===== config.mk =====
export PLATFORM = sky130hd
export DESIGN_NAME = sync_down_counter_flat
export DESIGN_NICKNAME = d
export VERILOG_FILES = /design/src/rtl/sync_down_counter_pkg.sv /design/src/rtl/sync_down_counter_if.sv /design/src/rtl/sync_down_counter_cell.sv /design/src/rtl/sync_down_counter.sv /design/src/flat_wrapper.sv
export SDC_FILE = /design/constraint.sdc
export NUM_CORES = 1
export LEC_CHECK = 0
export ABC_AREA = 1
export BUFFER_PORTS_ARGS = -buffer_cell sky130_fd_sc_hd__buf_2
export CAP_MARGIN = 20
export CORE_MARGIN = 3
export CORE_UTILIZATION = 50
export DETAILED_ROUTE_END_ITERATION = 8
export GPL_TIMING_DRIVEN = 0
export HOLD_SLACK_MARGIN = 0.15
export PLACE_DENSITY = 0.78
export SYNTH_ARGS = -nofsm -noshare
export SYNTH_HDL_FRONTEND = slang
export SYNTH_SLANG_ARGS = --single-unit

===== constraint.sdc =====
create_clock -name clk -period 3.15 [get_ports clk]
set_clock_uncertainty 0.05 [all_clocks]
set_input_delay 0.945 -clock clk [delete_from_list [all_inputs] [get_ports clk]]
set_output_delay 0.945 -clock clk [all_outputs]
set_load 0.1 [all_outputs]

===== src/rtl/sync_down_counter_pkg.sv =====
// Shared constants for the loadable down-counter and its borrow cells.
package sync_down_counter_pkg;
  localparam int SDC_MAX_WIDTH = 16;
endpackage


===== src/rtl/sync_down_counter_if.sv =====
// Control/status bundle of one down-counter stage; master drives controls, slave is the counter.
interface sync_down_counter_if #(
  parameter int WIDTH = 8
);
  logic             cll;
  logic             ld;
  logic [WIDTH-1:0] d;
  logic             ci;
  logic             rld;
  logic [WIDTH-1:0] q;
  logic [WIDTH-1:0] qb;
  logic             zero;
  logic             co;
  logic             tc;

  modport master (
    output cll, ld, d, ci, rld,
    input  q, qb, zero, co, tc
  );

  modport slave (
    input  cll, ld, d, ci, rld,
    output q, qb, zero, co, tc
  );
endinterface


===== src/rtl/sync_down_counter_cell.sv =====
// One bit of the ripple-borrow down-counter: toggles when every lower bit is zero and borrow-in is high.
module sync_down_counter_cell (
  input  logic clk,
  input  logic rst,
  input  logic cll,
  input  logic ld,
  input  logic d_bit,
  input  logic borrow_in,
  input  logic underflow,
  input  logic rld,
  input  logic r_bit,
  output logic q,
  output logic qb,
  output logic borrow_out
);
  logic q_reg;
  logic q_next;

  // On underflow without reload every borrow is high, so toggling yields all-ones.
  always_comb begin
    q_next = q_reg;
    if (!cll) begin
      q_next = 1'b0;
    end else if (ld) begin
      q_next = d_bit;
    end else if (underflow && rld) begin
      q_next = r_bit;
    end else if (borrow_in) begin
      q_next = ~q_reg;
    end
  end

  always_ff @(posedge clk or posedge rst) begin
    if (rst) begin
      q_reg <= 1'b0;
    end else begin
      q_reg <= q_next;
    end
  end

  assign q          = q_reg;
  assign qb         = ~q_reg;
  assign borrow_out = borrow_in & ~q_reg;
endmodule


===== src/rtl/sync_down_counter.sv =====
// Loadable down-counter: chain of borrow cells plus reload register, zero detect and terminal-count flop.
module sync_down_counter
  import sync_down_counter_pkg::*;
#(
  parameter int WIDTH = 8
) (
  input  logic                 clk,
  input  logic                 rst,
  sync_down_counter_if.slave   bus
);
  logic [WIDTH-1:0] r_reg;
  logic [WIDTH-1:0] q_bits;
  logic [WIDTH-1:0] qb_bits;
  logic [WIDTH:0]   borrow;
  logic             zero;
  logic             underflow;
  logic             tc_reg;
  logic             tc_next;

  if (WIDTH < 2 || WIDTH > SDC_MAX_WIDTH) begin : g_bad_width
    $error("sync_down_counter: WIDTH out of range");
  end

  // The borrow leaving the top bit is exactly ci & (q == 0).
  assign borrow[0] = bus.ci;
  assign underflow = borrow[WIDTH];
  assign zero      = ~|q_bits;

  for (genvar gi = 0; gi < WIDTH; gi++) begin : g_cell
    sync_down_counter_cell u_cell (
      .clk        (clk),
      .rst        (rst),
      .cll        (bus.cll),
      .ld         (bus.ld),
      .d_bit      (bus.d[gi]),
      .borrow_in  (borrow[gi]),
      .underflow  (underflow),
      .rld        (bus.rld),
      .r_bit      (r_reg[gi]),
      .q          (q_bits[gi]),
      .qb         (qb_bits[gi]),
      .borrow_out (borrow[gi+1])
    );
  end

  // Clear has priority, so a load under clear leaves the reload value untouched.
  always_ff @(posedge clk or posedge rst) begin
    if (rst) begin
      r_reg <= '0;
    end else if (bus.cll && bus.ld) begin
      r_reg <= bus.d;
    end
  end

  always_comb begin
    tc_next = 1'b0;
    if (bus.cll && !bus.ld) begin
      tc_next = underflow;
    end
  end

  always_ff @(posedge clk or posedge rst) begin
    if (rst) begin
      tc_reg <= 1'b0;
    end else begin
      tc_reg <= tc_next;
    end
  end

  assign bus.q    = q_bits;
  assign bus.qb   = qb_bits;
  assign bus.zero = zero;
  assign bus.co   = underflow;
  assign bus.tc   = tc_reg;
endmodule


===== src/flat_wrapper.sv =====
// flat-port wrapper written by rule: the top's interface ports become plain ports
module sync_down_counter_flat import sync_down_counter_pkg::*;
#(
  parameter int WIDTH = 8
)
  (clk, rst, bus_cll, bus_ld, bus_d, bus_ci, bus_rld, bus_q, bus_qb, bus_zero, bus_co, bus_tc);
  sync_down_counter_if #(.WIDTH(WIDTH)) bus_i ();
  input  logic clk;
  input  logic rst;
  input wire logic [$bits(bus_i.cll)-1:0] bus_cll;
  input wire logic [$bits(bus_i.ld)-1:0] bus_ld;
  input wire logic [$bits(bus_i.d)-1:0] bus_d;
  input wire logic [$bits(bus_i.ci)-1:0] bus_ci;
  input wire logic [$bits(bus_i.rld)-1:0] bus_rld;
  output wire logic [$bits(bus_i.q)-1:0] bus_q;
  output wire logic [$bits(bus_i.qb)-1:0] bus_qb;
  output wire logic [$bits(bus_i.zero)-1:0] bus_zero;
  output wire logic [$bits(bus_i.co)-1:0] bus_co;
  output wire logic [$bits(bus_i.tc)-1:0] bus_tc;
  assign bus_i.cll = bus_cll;
  assign bus_i.ld = bus_ld;
  assign bus_i.d = bus_d;
  assign bus_i.ci = bus_ci;
  assign bus_i.rld = bus_rld;
  assign bus_q = bus_i.q;
  assign bus_qb = bus_i.qb;
  assign bus_zero = bus_i.zero;
  assign bus_co = bus_i.co;
  assign bus_tc = bus_i.tc;
  sync_down_counter #(.WIDTH(WIDTH)) u_core (.clk(clk), .rst(rst), .bus(bus_i));
endmodule

==> impl_metrics.json <==
{
  "yosysWarnings": 0,
  "antennaDiodeCount": 0,
  "cts_buffer_depth": 2,
  "die_h_um": 52.0,
  "start_util_pct": 53.5,
  "crit_arrival_ns": 2.02,
  "hold_ws_ns": 0.438,
  "drt-vias-per-instance": 4.69,
  "synth_cells": 134,
  "power.density_mw_per_mm2": 579,
  "cp.buffers_inverters": 3,
  "synth_area_mm2": 0.00106,
  "fin_tns_setup_ns": 0,
  "tightest_slew_ns": 0.660,
  "critical-path-top-delay-family": "simple AND/OR/NAND/NOR gates",
  "detail_route.wl_per_cell_um": 11.5,
  "rows": 16,
  "critPathKind": "in2out",
  "antenna_found_initial": 0,
  "hold_start": "u_core.r_reg[3]$_DFFE_PP0P_",
  "synth_nets": 148,
  "ys_ff_latch": 17,
  "worst_path_most_repeated_cell": "nor2_4",
  "leakage_nw": 0.681,
  "max-cap-violations": 0,
  "numClockSinks": 17,
  "path_max_fanout": 4,
  "htree_num_levels": 1,
  "ys_types": 23,
  "root_buffer": "clkbuf_4",
  "crit_path_cell_trace": "buf_2 -> inv_2 -> nor2_4 -> nand4_4 -> nor2_4 -> nand2_2 -> nor2_4 -> clkbuf_4",
  "cts_buffers": 3,
  "peakVddDrop_mv": 0.420,
  "clock_latency_ns": 0.29,
  "drive_above_1_share_pct": 37.6,
  "dp_slack_ns": 0.0470,
  "grt_pass1_wl_mm": 3.92,
  "io_pins": 33,
  "yosysSeqAreaShare_pct": 40.1,
  "path_clk_slew_ns": 0.10,
  "hold_path_end": "u_core.r_reg[3]$_DFFE_PP0P_",
  "cp-startpoint": "bus_ci",
  "reg2reg_to": "u_core.g_cell[7].u_cell.q$_DFFE_PP0P_",
  "port_buffers": 32,
  "dieArea_mm2": 0.00271,
  "end_kind": "output port",
  "status": "complete, no violations",
  "r2r_cells": 7,
  "max_freq_mhz": 332,
  "vias": 923,
  "dpl.hpwl_mm": 1.73,
  "grt.total_usage_pct": 19.4,
  "finalHoldViolCount": 0,
  "start_kind": "primary input",
  "place_congestion": 0.869,
  "synthToLayoutAreaGrowth_pct": 23.1,
  "fin_crit_sh_pct": 95.6,
  "hold_depth": 2,
  "worst-path-stages": 8,
  "grt_overflow": 0,
  "die_w_um": 52.0,
  "nFillCells": 182,
  "post-route-util_pct": 65.8,
  "routed_wl_mm": 2.27,
  "drcViolationCount": 0,
  "hp-class": "reg2reg",
  "slew_headroom_pct": 56.0,
  "grt_pass1_vias": 909,
  "grt_setup_unrepaired": "false",
  "first_pass_iters": 4,
  "cts_tree": "built",
  "crit_path_max_incr_delay_ns": 0.33,
  "grt_max_degree": 18,
  "rrSetupSlack_ns": 1.60,
  "avgSynthCellArea_um2": 7.91,
  "worstReg2RegStart": "u_core.g_cell[3].u_cell.q$_DFFE_PP0P_",
  "nets": 185,
  "setup_viol": 0,
  "worst_slack_ns": 0.138,
  "power.total_w": 0.000756,
  "period_needed_ns": 3.01,
  "drt_iter0_drc": 12,
  "required_ns": 2.15,
  "core_mm2": 0.00198,
  "ant_nets": 0,
  "drv_slew": 0,
  "crit_slowest_cell": "clkbuf_4"
}
## synthesized netlist by cell type
cell type	count	area (µm²)
buf_2	1	5.00
a21boi_0	3	22.5
nand3_1	2	10.0
nor4_1	1	6.26
nand2_1	28	105
inv_2	2	7.51
clkinv_1	1	3.75
nand2_2	1	6.26
buf_4	16	120
nor2_1	13	48.8
and2_1	1	6.26
a21oi_1	8	40.0
o21a_1	2	15.0
nand4_4	2	42.5
a21boi_1	1	7.51
inv_1	13	48.8
o21ai_0	8	40.0
nor2_4	3	33.8
o21ai_2	1	8.76
nand4_1	4	25.0
dfrtp_1	17	425
nor2_2	1	6.26
nor3_1	5	25.0
## power breakdown
group / internal, W / switching, W / total (W)
combinational: 0.0000824 / 0.000282 / 0.000365
clock: 0.0000492 / 0.0000718 / 0.000121
sequential: 0.000244 / 0.0000263 / 0.000270
total: 0.000375 / 0.000381 / 0.000756
## per-stage QoR
step / cell area (µm²) / std cells
2_1_floorplan: 1080 / 134
3_3_place_gp: 1280 / 193
3_5_place_dp: 1280 / 193
4_1_cts: 1300 / 197
5_1_grt: 1310 / 197
6_report: 1310 / 197
## tightest hold or removal path, stage by stage (launching register included)
cell	delay, ns
dfrtp_1	0.35
nand2_1	0.05
nand2_1	0.06
## timing repair
| item | 4_1_cts | 5_1_grt |
|---|---|---|
| buffers inserted | 0 | 0 |
| setup endpoints to repair | 0 | 1 |
| gates resized for setup | 0 | 1 |
| hold buffers | 0 | 0 |
## how the worst max path moves through the flow
stage	end	slack, ns
after global placement	bus_co	0.05
after detailed placement	bus_co	0.05
after CTS	bus_co	0.04
final	bus_co	0.14
after floorplan	bus_co	0.24
after global routing	bus_co	0.07
## layout by cell type, fill, tap and decap left out, types with 3 or more instances in the layout
| cell | instances |
|---|---|
| nor3_1 | 5 |
| a21boi_0 | 3 |
| o21ai_0 | 8 |
| buf_2 | 32 |
| inv_1 | 13 |
| buf_4 | 16 |
| nand4_1 | 4 |
| a21oi_1 | 8 |
| nor2_1 | 12 |
| nand2_1 | 28 |
| clkbuf_4 | 4 |
| nor2_4 | 4 |
| dfrtp_1 | 17 |
## cells by family after synthesis
logic type	Yosys count	share of synthesized area, %
AND/OR/NAND/NOR	61	29.8
buffers and inverters	33	17.5
AO/OA/AOI/OAI	23	12.6
flip-flops	17	40.1
## area by class of cell
| cell class | count | area [µm²] | area share (%) |
|---|---|---|---|
| multi-input combinational | 84 | 472 | 36.1 |
| sequential | 17 | 425 | 32.6 |
| timing repair buffer | 32 | 163 | 12.5 |
| buffer | 17 | 125 | 9.59 |
| inverter | 16 | 60.1 | 4.60 |
| tap | 27 | 33.8 | 2.59 |
| clock buffer | 4 | 26.3 | 2.01 |
## per-layer routing
metal | vias to the layer above | part of all wire [%] | global-route usage [%]
met2 | 17 | 49 | 32.4
met3 | 2 | 4.0 | 3.44
met4 | 0 | 0.44 | 6.55
met1 | 415 | 47 | 24.9
met5 | - | 0 | 0
li1 | 489 | - | -
Note: power is estimated with default switching activity, not from simulation.
